[src/rtl/migu_pkg.sv]
// Shared MigU ALU definitions: command encodings, flag bit positions and command-class helpers.
package migu_pkg;

    localparam int MIGU_ALU_CMD_WIDTH   = 4;
    localparam int MIGU_ALU_NR_COMMANDS = 12;

    localparam logic [MIGU_ALU_CMD_WIDTH-1:0] CMD_PASS_A  = 4'd0;
    localparam logic [MIGU_ALU_CMD_WIDTH-1:0] CMD_INC     = 4'd1;
    localparam logic [MIGU_ALU_CMD_WIDTH-1:0] CMD_ADD     = 4'd2;
    localparam logic [MIGU_ALU_CMD_WIDTH-1:0] CMD_ADD_C   = 4'd3;
    localparam logic [MIGU_ALU_CMD_WIDTH-1:0] CMD_ADD_NB  = 4'd4;
    localparam logic [MIGU_ALU_CMD_WIDTH-1:0] CMD_SUB     = 4'd5;
    localparam logic [MIGU_ALU_CMD_WIDTH-1:0] CMD_DEC     = 4'd6;
    localparam logic [MIGU_ALU_CMD_WIDTH-1:0] CMD_PASS_AC = 4'd7;
    localparam logic [MIGU_ALU_CMD_WIDTH-1:0] CMD_AND     = 4'd8;
    localparam logic [MIGU_ALU_CMD_WIDTH-1:0] CMD_OR      = 4'd9;
    localparam logic [MIGU_ALU_CMD_WIDTH-1:0] CMD_XOR     = 4'd10;
    localparam logic [MIGU_ALU_CMD_WIDTH-1:0] CMD_NOT     = 4'd11;

    localparam int FLAG_Z = 0;
    localparam int FLAG_N = 1;
    localparam int FLAG_C = 2;
    localparam int FLAG_V = 3;

    // Commands 0-7 all go through the adder; bit 3 selects the logic unit.
    function automatic logic cmd_is_arith(input logic [MIGU_ALU_CMD_WIDTH-1:0] cmd);
        return !cmd[3];
    endfunction

    function automatic logic cmd_is_legal(input logic [MIGU_ALU_CMD_WIDTH-1:0] cmd);
        return cmd < MIGU_ALU_CMD_WIDTH'(MIGU_ALU_NR_COMMANDS);
    endfunction

endpackage

[src/rtl/migu_alu.sv]
// MigU integer ALU: one shared adder for commands 0-7, bitwise unit for 8-11, zero for reserved codes.
module migu_alu
    import migu_pkg::*;
#(
    parameter int WIDTH = 64
) (
    input  logic [MIGU_ALU_CMD_WIDTH-1:0] cmd,
    input  logic [WIDTH-1:0]              a,
    input  logic [WIDTH-1:0]              b,
    output logic [WIDTH-1:0]              result,
    output logic                          co
);

    logic [WIDTH-1:0] b_eff;
    logic [WIDTH:0]   sum;

    // cmd[2:1] picks the adder's second operand, cmd[0] is the carry-in.
    always_comb begin
        b_eff = '0;
        case (cmd[2:1])
            2'd0: b_eff = '0;
            2'd1: b_eff = b;
            2'd2: b_eff = ~b;
            2'd3: b_eff = '1;
            default: b_eff = '0;
        endcase
    end

    assign sum = {1'b0, a} + {1'b0, b_eff} + {{WIDTH{1'b0}}, cmd[0]};

    always_comb begin
        result = '0;
        co     = 1'b0;
        if (cmd_is_arith(cmd)) begin
            result = sum[WIDTH-1:0];
            co     = sum[WIDTH];
        end else begin
            case (cmd)
                CMD_AND: result = a & b;
                CMD_OR:  result = a | b;
                CMD_XOR: result = a ^ b;
                CMD_NOT: result = ~a;
                default: result = '0;
            endcase
        end
    end

endmodule

[src/rtl/migu_alu_flags.sv]
// Condition flag and reserved-command decode for the MigU ALU result.
module migu_alu_flags
    import migu_pkg::*;
#(
    parameter int WIDTH = 64
) (
    input  logic [MIGU_ALU_CMD_WIDTH-1:0] cmd,
    input  logic [WIDTH-1:0]              a,
    input  logic [WIDTH-1:0]              b,
    input  logic [WIDTH-1:0]              result,
    input  logic                          co,
    output logic [3:0]                    flags,
    output logic                          illegal
);

    logic b_eff_msb;
    logic arith;
    logic unused_low_bits;

    assign unused_low_bits = ^{a[WIDTH-2:0], b[WIDTH-2:0]};
    assign arith           = cmd_is_arith(cmd);

    // Only the sign bit of the effective adder operand matters for overflow.
    always_comb begin
        b_eff_msb = 1'b0;
        case (cmd[2:1])
            2'd0: b_eff_msb = 1'b0;
            2'd1: b_eff_msb = b[WIDTH-1];
            2'd2: b_eff_msb = ~b[WIDTH-1];
            2'd3: b_eff_msb = 1'b1;
            default: b_eff_msb = 1'b0;
        endcase
    end

    always_comb begin
        flags         = '0;
        flags[FLAG_Z] = (result == '0);
        flags[FLAG_N] = result[WIDTH-1];
        flags[FLAG_C] = arith && co;
        flags[FLAG_V] = arith && (a[WIDTH-1] == b_eff_msb) && (result[WIDTH-1] != a[WIDTH-1]);
    end

    assign illegal = !cmd_is_legal(cmd);

endmodule

[src/rtl/migu_alu_exec_stage.sv]
// Two-stage valid/ready execute pipeline: S1 holds the issued op, S2 holds result, flags and tag.
module migu_alu_exec_stage
    import migu_pkg::*;
#(
    parameter int WIDTH     = 64,
    parameter int TAG_WIDTH = 4
) (
    input  logic                          clk,
    input  logic                          rst_n,
    input  logic                          flush,
    input  logic                          in_valid,
    output logic                          in_ready,
    input  logic [MIGU_ALU_CMD_WIDTH-1:0] in_cmd,
    input  logic [WIDTH-1:0]              in_a,
    input  logic [WIDTH-1:0]              in_b,
    input  logic [TAG_WIDTH-1:0]          in_tag,
    output logic                          out_valid,
    input  logic                          out_ready,
    output logic [WIDTH-1:0]              out_result,
    output logic [3:0]                    out_flags,
    output logic                          out_illegal,
    output logic [TAG_WIDTH-1:0]          out_tag
);

    logic                          s1_valid;
    logic [MIGU_ALU_CMD_WIDTH-1:0] s1_cmd;
    logic [WIDTH-1:0]              s1_a;
    logic [WIDTH-1:0]              s1_b;
    logic [TAG_WIDTH-1:0]          s1_tag;

    logic                          s2_valid;
    logic [WIDTH-1:0]              s2_result;
    logic [3:0]                    s2_flags;
    logic                          s2_illegal;
    logic [TAG_WIDTH-1:0]          s2_tag;

    logic                          s2_load;
    logic [WIDTH-1:0]              alu_result;
    logic                          alu_co;
    logic [3:0]                    alu_flags;
    logic                          alu_illegal;

    migu_alu #(.WIDTH(WIDTH)) u_alu (
        .cmd    (s1_cmd),
        .a      (s1_a),
        .b      (s1_b),
        .result (alu_result),
        .co     (alu_co)
    );

    migu_alu_flags #(.WIDTH(WIDTH)) u_flags (
        .cmd     (s1_cmd),
        .a       (s1_a),
        .b       (s1_b),
        .result  (alu_result),
        .co      (alu_co),
        .flags   (alu_flags),
        .illegal (alu_illegal)
    );

    // S2 only reloads when empty or draining, which keeps out_* stable under backpressure.
    assign s2_load  = s1_valid && (!s2_valid || out_ready);
    assign in_ready = !s1_valid || s2_load;

    always_ff @(posedge clk) begin
        if (!rst_n) begin
            s1_valid   <= 1'b0;
            s1_cmd     <= '0;
            s1_a       <= '0;
            s1_b       <= '0;
            s1_tag     <= '0;
            s2_valid   <= 1'b0;
            s2_result  <= '0;
            s2_flags   <= '0;
            s2_illegal <= 1'b0;
            s2_tag     <= '0;
        end else if (flush) begin
            s1_valid <= 1'b0;
            s2_valid <= 1'b0;
        end else begin
            if (in_ready) begin
                s1_valid <= in_valid;
                if (in_valid) begin
                    s1_cmd <= in_cmd;
                    s1_a   <= in_a;
                    s1_b   <= in_b;
                    s1_tag <= in_tag;
                end
            end
            if (s2_load) begin
                s2_valid   <= 1'b1;
                s2_result  <= alu_result;
                s2_flags   <= alu_flags;
                s2_illegal <= alu_illegal;
                s2_tag     <= s1_tag;
            end else if (out_ready) begin
                s2_valid <= 1'b0;
            end
        end
    end

    assign out_valid   = s2_valid;
    assign out_result  = s2_result;
    assign out_flags   = s2_flags;
    assign out_illegal = s2_illegal;
    assign out_tag     = s2_tag;

endmodule

[config.mk]
export PLATFORM = sky130hd
export DESIGN_NAME = migu_alu_exec_stage
export DESIGN_NICKNAME = d
export VERILOG_FILES = /design/src/rtl/migu_pkg.sv /design/src/rtl/migu_alu.sv /design/src/rtl/migu_alu_flags.sv /design/src/rtl/migu_alu_exec_stage.sv
export SDC_FILE = /design/constraint.sdc
export NUM_CORES = 1
export LEC_CHECK = 0
export ABC_CLOCK_PERIOD_IN_PS = 16320
export CAP_MARGIN = 0
export CORE_MARGIN = 3
export CORE_UTILIZATION = 50
export CTS_CLUSTER_DIAMETER = 150
export DETAILED_ROUTE_END_ITERATION = 10
export PLACE_DENSITY = 0.84
export SLEW_MARGIN = 10
export SYNTH_ARGS = -nofsm -noshare
export SYNTH_HDL_FRONTEND = slang
export SYNTH_SLANG_ARGS = --single-unit
[constraint.sdc]
create_clock -name clk -period 16.32 [get_ports clk]
set_input_delay 2.448 -clock clk [delete_from_list [all_inputs] [get_ports clk]]
set_output_delay 2.448 -clock clk [all_outputs]
set_load 0.05 [all_outputs]
==> results of run 1 <==
sequential cells by signal, summed over array words and instances, names as in the netlist:
name,count
out_flags,4
out_illegal,1
out_result,63
out_tag,4
out_valid,1
s1_a,64
s1_b,64
s1_cmd,4
s1_tag,4
s1_valid,1
logic make-up after synthesis:
group | Yosys count | synth area share (%)
flip-flops | 210 | 25.8
buffers and inverters | 285 | 6.74
adder cells (fa/ha/maj) | 193 | 14.9
multiplexers | 115 | 7.63
XOR/XNOR | 43 | 2.31
AO/OA/AOI/OAI | 592 | 23.5
AND/OR/NAND/NOR | 716 | 19.2
area by class of cell:
type | count | area [um^2]
clock inverters | 12 | 185
clock buffers | 32 | 691
repair buffers | 235 | 2300
flip-flops and latches | 210 | 4210
well taps | 435 | 544
inverters | 147 | 557
fillers | 2836 | 12300
multi-input cells | 1659 | 11100
worst register-to-register path, stage by stage (launching register included):
cell and delay, ps:
dfxtp_4 570, buf_4 710, mux2i_1 220, fa_1 460
inv_1 90, fa_1 200, a21o_1 180, a221o_1 330
nand3_1 240, a31o_2 340, a2111oi_2 480, o221ai_1 280
or3b_1 440, o21ai_1 160, xor2_1 80, a21boi_1 220
o211ai_1 170, o31ai_2 270
per-stage QoR:
| step | area [um^2] | hold WS, ps | instances |
|---|---|---|---|
| finish | 19500 | 454 | 2730 |
| global route | 19500 | 487 | 2730 |
| CTS | 19500 | 455 | 2730 |
| detailed placement | 18700 | 449 | 2686 |
| global placement | 18700 | 436 | 2686 |
| floorplan | 16300 | 432 | 2154 |
worst paths after layout:
| check | start | end | slack (ps) | cells after the start |
|---|---|---|---|---|
| setup reg to reg | s1_cmd[1] | out_flags[0] | 10800 | 17 |
| setup / recovery | out_ready | in_ready | 9810 | 4 |
| hold reg to reg | out_illegal | out_illegal | 450 | 2 |
| hold / removal | out_illegal | out_illegal | 450 | 2 |
cells in the final DEF, fill, tap and decap left out, drive strengths merged, types with 26 or more instances in the layout:
master         count
nand2            388
a21oi            243
clkdlybuf4s50    215
dfxtp            210
ha               191
nor2             150
inv              147
o21ai            101
mux2              75
nor3              53
a211oi            45
mux2i             40
clkbuf            32
xnor2             26
per-layer routing:
layer | track usage, % | vias to the layer above
met5 | 0 | -
met4 | 11.5 | 0
met3 | 4.43 | 137
met2 | 49.6 | 604
met1 | 37.7 | 7767
li1 | - | 7842
power groups by stage:
stage | combinational [mW] | clock [mW] | sequential, mW
after global placement | 0.273 | 0 | 0.569
final | 0.285 | 0.596 | 0.560
after floorplan | 0.165 | 0 | 0.580
after global routing | 0.311 | 0.624 | 0.563
after detailed placement | 0.279 | 0 | 0.571
after CTS | 0.282 | 0.604 | 0.559
==> run metrics, run 1 <==
overall die width=approximately 190 um; Initial Util=51.2%; Final Max Slew Viols=0; final RePlAce weighted congestion=0.973; GRT Resource Usage Total=29.4%; Tmin final=6510 ps; final worst slack=between 9000 and 10000 ps; Switching Power=0.427 mW; internal power=between 1 and 1.5 mW; final core occ=~60%; crit-path cells=clkdlybuf4s50_1, nor2b_1, nand2_1, clkdlybuf4s50_1; Hold Crit Class=reg2reg; Commonest cells post-synth=nand2_1, a21oi_1, dfxtp_1; share of flip-flops with an asynchronous set or reset=0%; Post-synth EDFFs=0; total die area=0.0348 mm^2; row cnt=65; DR WL met3=roughly 3700 um; slew margin rel.=24.3%; Max FO, Critical Path=5; most area-consuming cells after synthesis=dfxtp_1, ha_1, nand2_1, a21oi_1, mux2_2; clk sinks=210; Startpoint Class=input port; Root Buffer=clkbuf_16; Final Hold Viols=0; max frequency=~150 MHz; combinational fraction of design power=19.8%; Clock power frac=41.3%; CTS Buffer Depth=3; clk_lat worst skew=between 500 and 600 ps; status=complete, no violations; most frequent cell after synthesis=nand2_1; period utilization=about two fifths; Worst-path clk slew=~60 ps; Lkg Pwr=between 7 and 8 nW; first-pass GRT wire length=around 85000 um; Routed met1 length=22800 um; Yosys Warn Count=0; CP bufs+invs=2; Synth Flop Type=dfxtp_1; switch share=between 20 and 30%; H-tree levels=1; post-synthesis cell area=between 0.015 and 0.02 mm^2; largest net degree at the start of global routing=109; area overhead of the layout relative to synthesis=19.8%; synthesis-stage register bit count=210; metal2 WL=25100 um; Num CTS Buffers=24; register area share after synthesis=about a quarter; CORE AREA=around 0.032 mm^2; first-iteration detailed-routing DRC count=about 1500; Place WS=just under 10000 ps; Final Power=1.44 mW; Post-Synthesis Cells=roughly 2200; setup total negative slack=0 ps; # DRC=0; Crit-path slowest cell=clkdlybuf4s50_1; DRT Pass-1 Iters=6; post_cts resized=0; vias in the first global route=15900; syn_area_per_cell=7.58 um^2; Peak VDD IR=around 0.00008 V; clk_skew=between 20 and 30 ps; PD cells=between 70 and 80 mW/mm^2; routed vias/inst=about 6; n_diodes=0; crit path kind=in2out; TritonCTS clock tree=done; Crit. End Element=output pin; I/O pin cnt=approximately 220; grt ovf=0; DRT Wirelength=53700 um; initial antenna violation count=0; post-route ant nets=0; slowest stage delay, CP=approximately 700 ps; top sig layer=met4; Yosys top cell by area=dfxtp_1; share of cells above drive strength 1=7.58%; hpwl dp=between 30000 and 40000 um; routed wire length per instance=around 20 um; Max-Cap Viols=0; setup bufs post-CTS=0; CP delay by family, top=buffers and inverters; syn nets=approximately 2500; hold buffer count at CTS=0; CP most frequent cell=clkdlybuf4s50_1; RSZ-0062 raised after global routing=false; Sequential Power Share=between 30% and 40%; die height=around 190 um; library cells used by synthesis=95; Worst EP required=approximately 14000 ps; DR vias=about 16000; CP arrival=4060 ps; PortBufs=around 220; fin nets=2611; top-area cell type share of the netlist area=roughly 26%; final setup violation count=0; Slew @ Worst Pin=around 1100 ps
(Power assumes the default switching activity.)
==> run 2: changes to the inputs <==
ABC_CLOCK_PERIOD_IN_PS = 6400   (was 16320)
clock period = 6.4 ns   (was 16.32 ns; I/O delays follow)
==> run 2 against run 1 <==
Effect of this change: global-route usage increased by 0.41 points; cell count about the same; via count increased by 0.46%; register-to-register slack got worse by 9700 ps; cell area about the same; critical path type is now reg2reg; critical endpoint is now out_flags[0]; largest cell class unchanged; highest routed layer unchanged.
==> run metrics, run 2 (same netlist as run 1, synthesis figures left out) <==
status=complete, no violations; post_cts resized=0; routed vias/inst=roughly 6.0; # DRC=0; r2r setup slk=about 1100 ps; Worst R2R End=out_flags[0]; DRT Pass-1 Iters=6; Max-Cap Viols=0; Tmin final=roughly 5300 ps; Peak VDD IR=0.000168 V; Crit-path slowest cell=dfxtp_1; hold buffer count at CTS=0; clk sinks=between 200 and 250; period utilization=82.6%; crit-path cells=clkinv_1, fa_1, inv_1, fa_1, a21o_1, a221o_1, a21oi_1, a311o_1, nand4bb_1, nor4_1, nand4_1, nor4_1, nand4_1, nor4_1, nand4_1, o31ai_2; slowest stage delay, CP=roughly 700 ps; Max FO, Critical Path=14; RSZ-0062 raised after global routing=false; CP arrival=5740 ps; Final Hold Viols=0; share of cells above drive strength 1=between 7 and 8%; I/O pin cnt=216; Crit. End Element=flop; hpwl dp=40300 um; PortBufs=about 220; vias in the first global route=16100; grt ovf=0; GRT Resource Usage Total=between 20% and 30%; final RePlAce weighted congestion=between 1 and 1.5; Root Buffer=clkbuf_16; clk_skew=approximately 31 ps; DR vias=around 16000; dpl cells=2687; clk_lat worst skew=~550 ps; Slew @ Worst Pin=~1100 ps; final worst slack=about 1100 ps; CP bufs+invs=2; die height=187 um; first-iteration detailed-routing DRC count=roughly 1400; setup bufs post-CTS=0; Worst Hold Path Cells=2; crit path kind=reg2reg; Worst Hold End=out_tag[2]; PD cells=187 mW/mm^2; area overhead of the layout relative to synthesis=19.8%; Worst-path clk slew=~70 ps; reg-to-reg critical path startpoint=s1_cmd[0]; most common cell after layout, fill and taps aside=nand2_1; first-pass GRT wire length=approximately 86000 um; DRT Wirelength=between 50000 and 60000 um; initial antenna violation count=0; min-delay src=s1_tag[2]; CORE AREA=about 0.032 mm^2; Layout Cells excl Fill=2729; Final Max Slew Viols=0; fillers=approximately 2900; most frequent cells in the layout=nand2_1, a21oi_1, clkdlybuf4s50_1; Startpoint Class=flop; CTS Buffer Depth=3; overall die width=roughly 190 um; routed wire length per instance=between 15 and 20 um; setup total negative slack=0 ps; Worst EP required=6850 ps; largest net degree at the start of global routing=around 130; Hold Crit Class=reg2reg; total die area=between 0.03 and 0.04 mm^2; max frequency=189 MHz; slew margin rel.=roughly a quarter; post-route ant nets=0; n_diodes=0; Num CTS Buffers=24; H-tree levels=1; row cnt=65; Place WS=~1300 ps; WHS=455 ps; Final Power=3.66 mW; CP delay by family, top=simple AND/OR/NAND/NOR gates; final setup violation count=0; Lkg Pwr=between 7 and 8 nW; TritonCTS clock tree=done; Reg2Reg Depth=16; Initial Util=51.2%; fin nets=2612
[run 2: cell count changes in the layout (fill, tap and decap cells not counted), sizes merged]
cell and change:
buf +1, clkinvlp +2, clkbuf -3, inv -1
[run 2: area by class of cell]
type / count / area (um^2) / share of cell area (%)
Clock buffer: 29 / 681 / 3.48
Tap cell: 435 / 544 / 2.78
Timing Repair Buffer: 236 / 2320 / 11.9
Clock inverter: 13 / 180 / 0.921
Multi-Input combinational cell: 1659 / 11100 / 56.6
Inverter: 147 / 557 / 2.85
Sequential cell: 210 / 4210 / 21.5
[run 2: worst max path at each step]
stage                     startpoint           end  slack (ps)  depth (start not counted)
final                      s1_cmd[0]  out_flags[0]        1110                         16
after global routing       s1_cmd[0]  out_flags[0]         840                         16
after CTS                  s1_cmd[0]  out_flags[0]        1200                         16
after detailed placement   s1_cmd[0]  out_flags[0]        1260                         16
after global placement     s1_cmd[0]  out_flags[0]        1430                         16
after floorplan            s1_cmd[1]  out_flags[0]        1180                         23
[run 2: worst register-to-register path, delay by kind of cell (launching register included)]
| family | cells | cell delay [ps] |
|---|---|---|
| compound gates | 5 | 1200 |
| fa+ha+maj | 2 | 760 |
| buf+inv | 2 | 540 |
| flops | 1 | 700 |
| simple gates | 7 | 2010 |
[run 2: report_power, final]
| group | switching (mW) | total [mW] | internal [mW] |
|---|---|---|---|
| Sequential | 0.0764 | 1.44 | 1.36 |
| Combinational | 0.417 | 0.719 | 0.302 |
| Clock | 0.588 | 1.50 | 0.916 |
[run 2: stage by stage]
step / area [um^2] / utilization, %
after CTS: 19600 / 61.4
after floorplan: 16300 / -
after detailed placement: 18700 / 58.7
final: 19600 / 61.4
after global placement: 18700 / 58.7
after global routing: 19600 / 61.4
[run 2: metal layers]
| metal | global-route usage (%) | share of wire [%] |
|---|---|---|
| met1 | 38.3 | 43 |
| met2 | 50.8 | 47 |
| met3 | 4.49 | 6.2 |
| met4 | 10.8 | 3.8 |
| met5 | 0 | 0 |
==> run 3: changes to the inputs <==
ABC_CLOCK_PERIOD_IN_PS = 5200   (was 6400)
clock period = 5.2 ns   (was 6.4 ns; I/O delays follow)
==> run 3 against run 2 <==
Effect of this change: die area did not move; wire length is 2.3% higher; register-to-register slack lost 900 ps; global-route usage is 0.41 points higher; clock skew down 21 ps; highest routed layer unchanged; non-clock buffer count is 19 higher; sequential share of layout area down 0.10 points; critical endpoint unchanged; cell area grew 0.48%; largest power group is now sequential cells; flip-flop and latch count unchanged; combinational power is 27% higher; hold slack got worse by 1.2 ps; clock power rose by 11%.
==> run metrics, run 3 (same netlist as run 1, synthesis figures left out) <==
DRT Wirelength=55600 um; fillers=2821; GRT Resource Usage Total=30.2%; PD cells=220 mW/mm^2; first-iteration detailed-routing DRC count=1308; Lkg Pwr=between 7 and 8 nW; most frequent cells in the layout=nand2_1, a21oi_1, clkdlybuf4s50_1; crit path kind=reg2reg; Final Hold Viols=0; routed vias/inst=approximately 6; crit-path cells=mux2i_1, fa_1, inv_1, fa_1, a21o_1, a221o_1, a21o_1, a311o_1, nand4bb_1, nor4_1, nand4_1, nor4_1, nand4_1, nor4_1, nand4_1, o31ai_2; first-pass GRT wire length=about 87000 um; PortBufs=~220; slowest stage delay, CP=630 ps; die height=187 um; DR vias=around 17000; Worst EP required=roughly 5700 ps; post_cts resized=0; TritonCTS clock tree=done; DRT Pass-1 Iters=7; vias in the first global route=between 15000 and 20000; Peak VDD IR=0.000228 V; grt ovf=0; initial antenna violation count=0; CORE AREA=about 0.032 mm^2; setup total negative slack=0 ps; status=complete, no violations; hold buffer count at CTS=0; total die area=0.0348 mm^2; Crit-path slowest cell=nor4_1; clk_lat worst skew=~540 ps; met1 Resource Use GR=a little under 40%; dpl cells=approximately 2700; hpwl dp=a little over 40000 um; overall die width=187 um; routed wire length per instance=roughly 20 um; # DRC=0; final setup violation count=0; slew margin rel.=a little over a third; max frequency=between 200 and 250 MHz; n_diodes=0; CP arrival=5440 ps; area overhead of the layout relative to synthesis=20.4%; clk sinks=210; GR Util met3=4.34%; I/O pin cnt=between 200 and 250; Initial Util=approximately half; CTS Buffer Depth=3; post-route ant nets=0; Crit. End Element=flop; largest net degree at the start of global routing=roughly 140; Root Buffer=clkbuf_16; M2 GR Usage=between 50% and 60%; fin nets=about 2600; Startpoint Class=flop; Top Usage Layer GRT=met2; Final Max Slew Viols=0; row cnt=65; Layout Cells excl Fill=2749; RSZ-0062 raised after global routing=false; Slew @ Worst Pin=approximately 940 ps; clk_skew=about 9.1 ps; H-tree levels=1; period utilization=between 90% and 100%; Hold Crit Class=reg2reg; Max-Cap Viols=0; Worst-path clk slew=about 60 ps; most common cell after layout, fill and taps aside=nand2_1; Max FO, Critical Path=28; Tmin final=4980 ps; Num CTS Buffers=24; setup bufs post-CTS=0; final RePlAce weighted congestion=around 0.97; share of cells above drive strength 1=around 8.3%
## run 3: changes by cell type in the layout (fill, tap and decap cells not counted), sizes merged
cell	change
bufinv	-4
inv	+1
buf	+19
clkbuf	+5
clkinv	-1
## run 3: layout make-up
cell class                      count  area [um^2]  share of cell area, %
Inverter                          147          557                   2.83
Sequential cell                   210         4210                   21.4
Tap cell                          435          544                   2.77
Clock buffer                       34          708                   3.60
Clock inverter                      9         67.6                  0.344
Multi-Input combinational cell   1659        11100                   56.2
Timing Repair Buffer              255         2510                   12.8
## run 3: report_power, final
group / internal [mW] / leakage, nW / switching, mW / total [mW]
registers: 1.68 / 1.71 / 0.0828 / 1.76
clock network: 0.950 / 0.377 / 0.705 / 1.66
logic: 0.385 / 5.67 / 0.529 / 0.914
total: 3.01 / 7.76 / 1.32 / 4.33
## run 3: worst paths after layout
check,cells past startpoint,slack (ps),to,from
setup reg to reg,16,220,out_flags[0],s1_cmd[1]
setup / recovery,16,220,out_flags[0],s1_cmd[1]
hold / removal,2,450,out_tag[0],out_tag[0]
hold reg to reg,2,450,out_tag[0],out_tag[0]
## run 3: per-layer routing
layer / routed length [um] / vias to the layer above
met5: 0 / -
li1: - / 7884
met3: 3560 / 122
met1: 24100 / 7933
met2: 26100 / 617
met4: 1840 / 0
## run 3: critical path: cells and delay by family, from the launching register on
kind | cells | cell delay (ps)
simple gates | 7 | 2130
compound gates | 5 | 1440
fa+ha+maj | 2 | 620
flops | 1 | 450
mux | 1 | 210
buf+inv | 1 | 50
## run 3: per-stage QoR
step                util [%]  hold WS, ps  area, um^2  setup slack, ps  total power [mW]
floorplan                  -          432       16300             30.4              2.34
global placement        59.2          437       18900              580              2.66
detailed placement      59.2          448       18900              513              2.69
CTS                     61.7          456       19700              496              4.34
global route            61.7          468       19700             96.1              4.50
finish                  61.7          453       19700              217              4.33
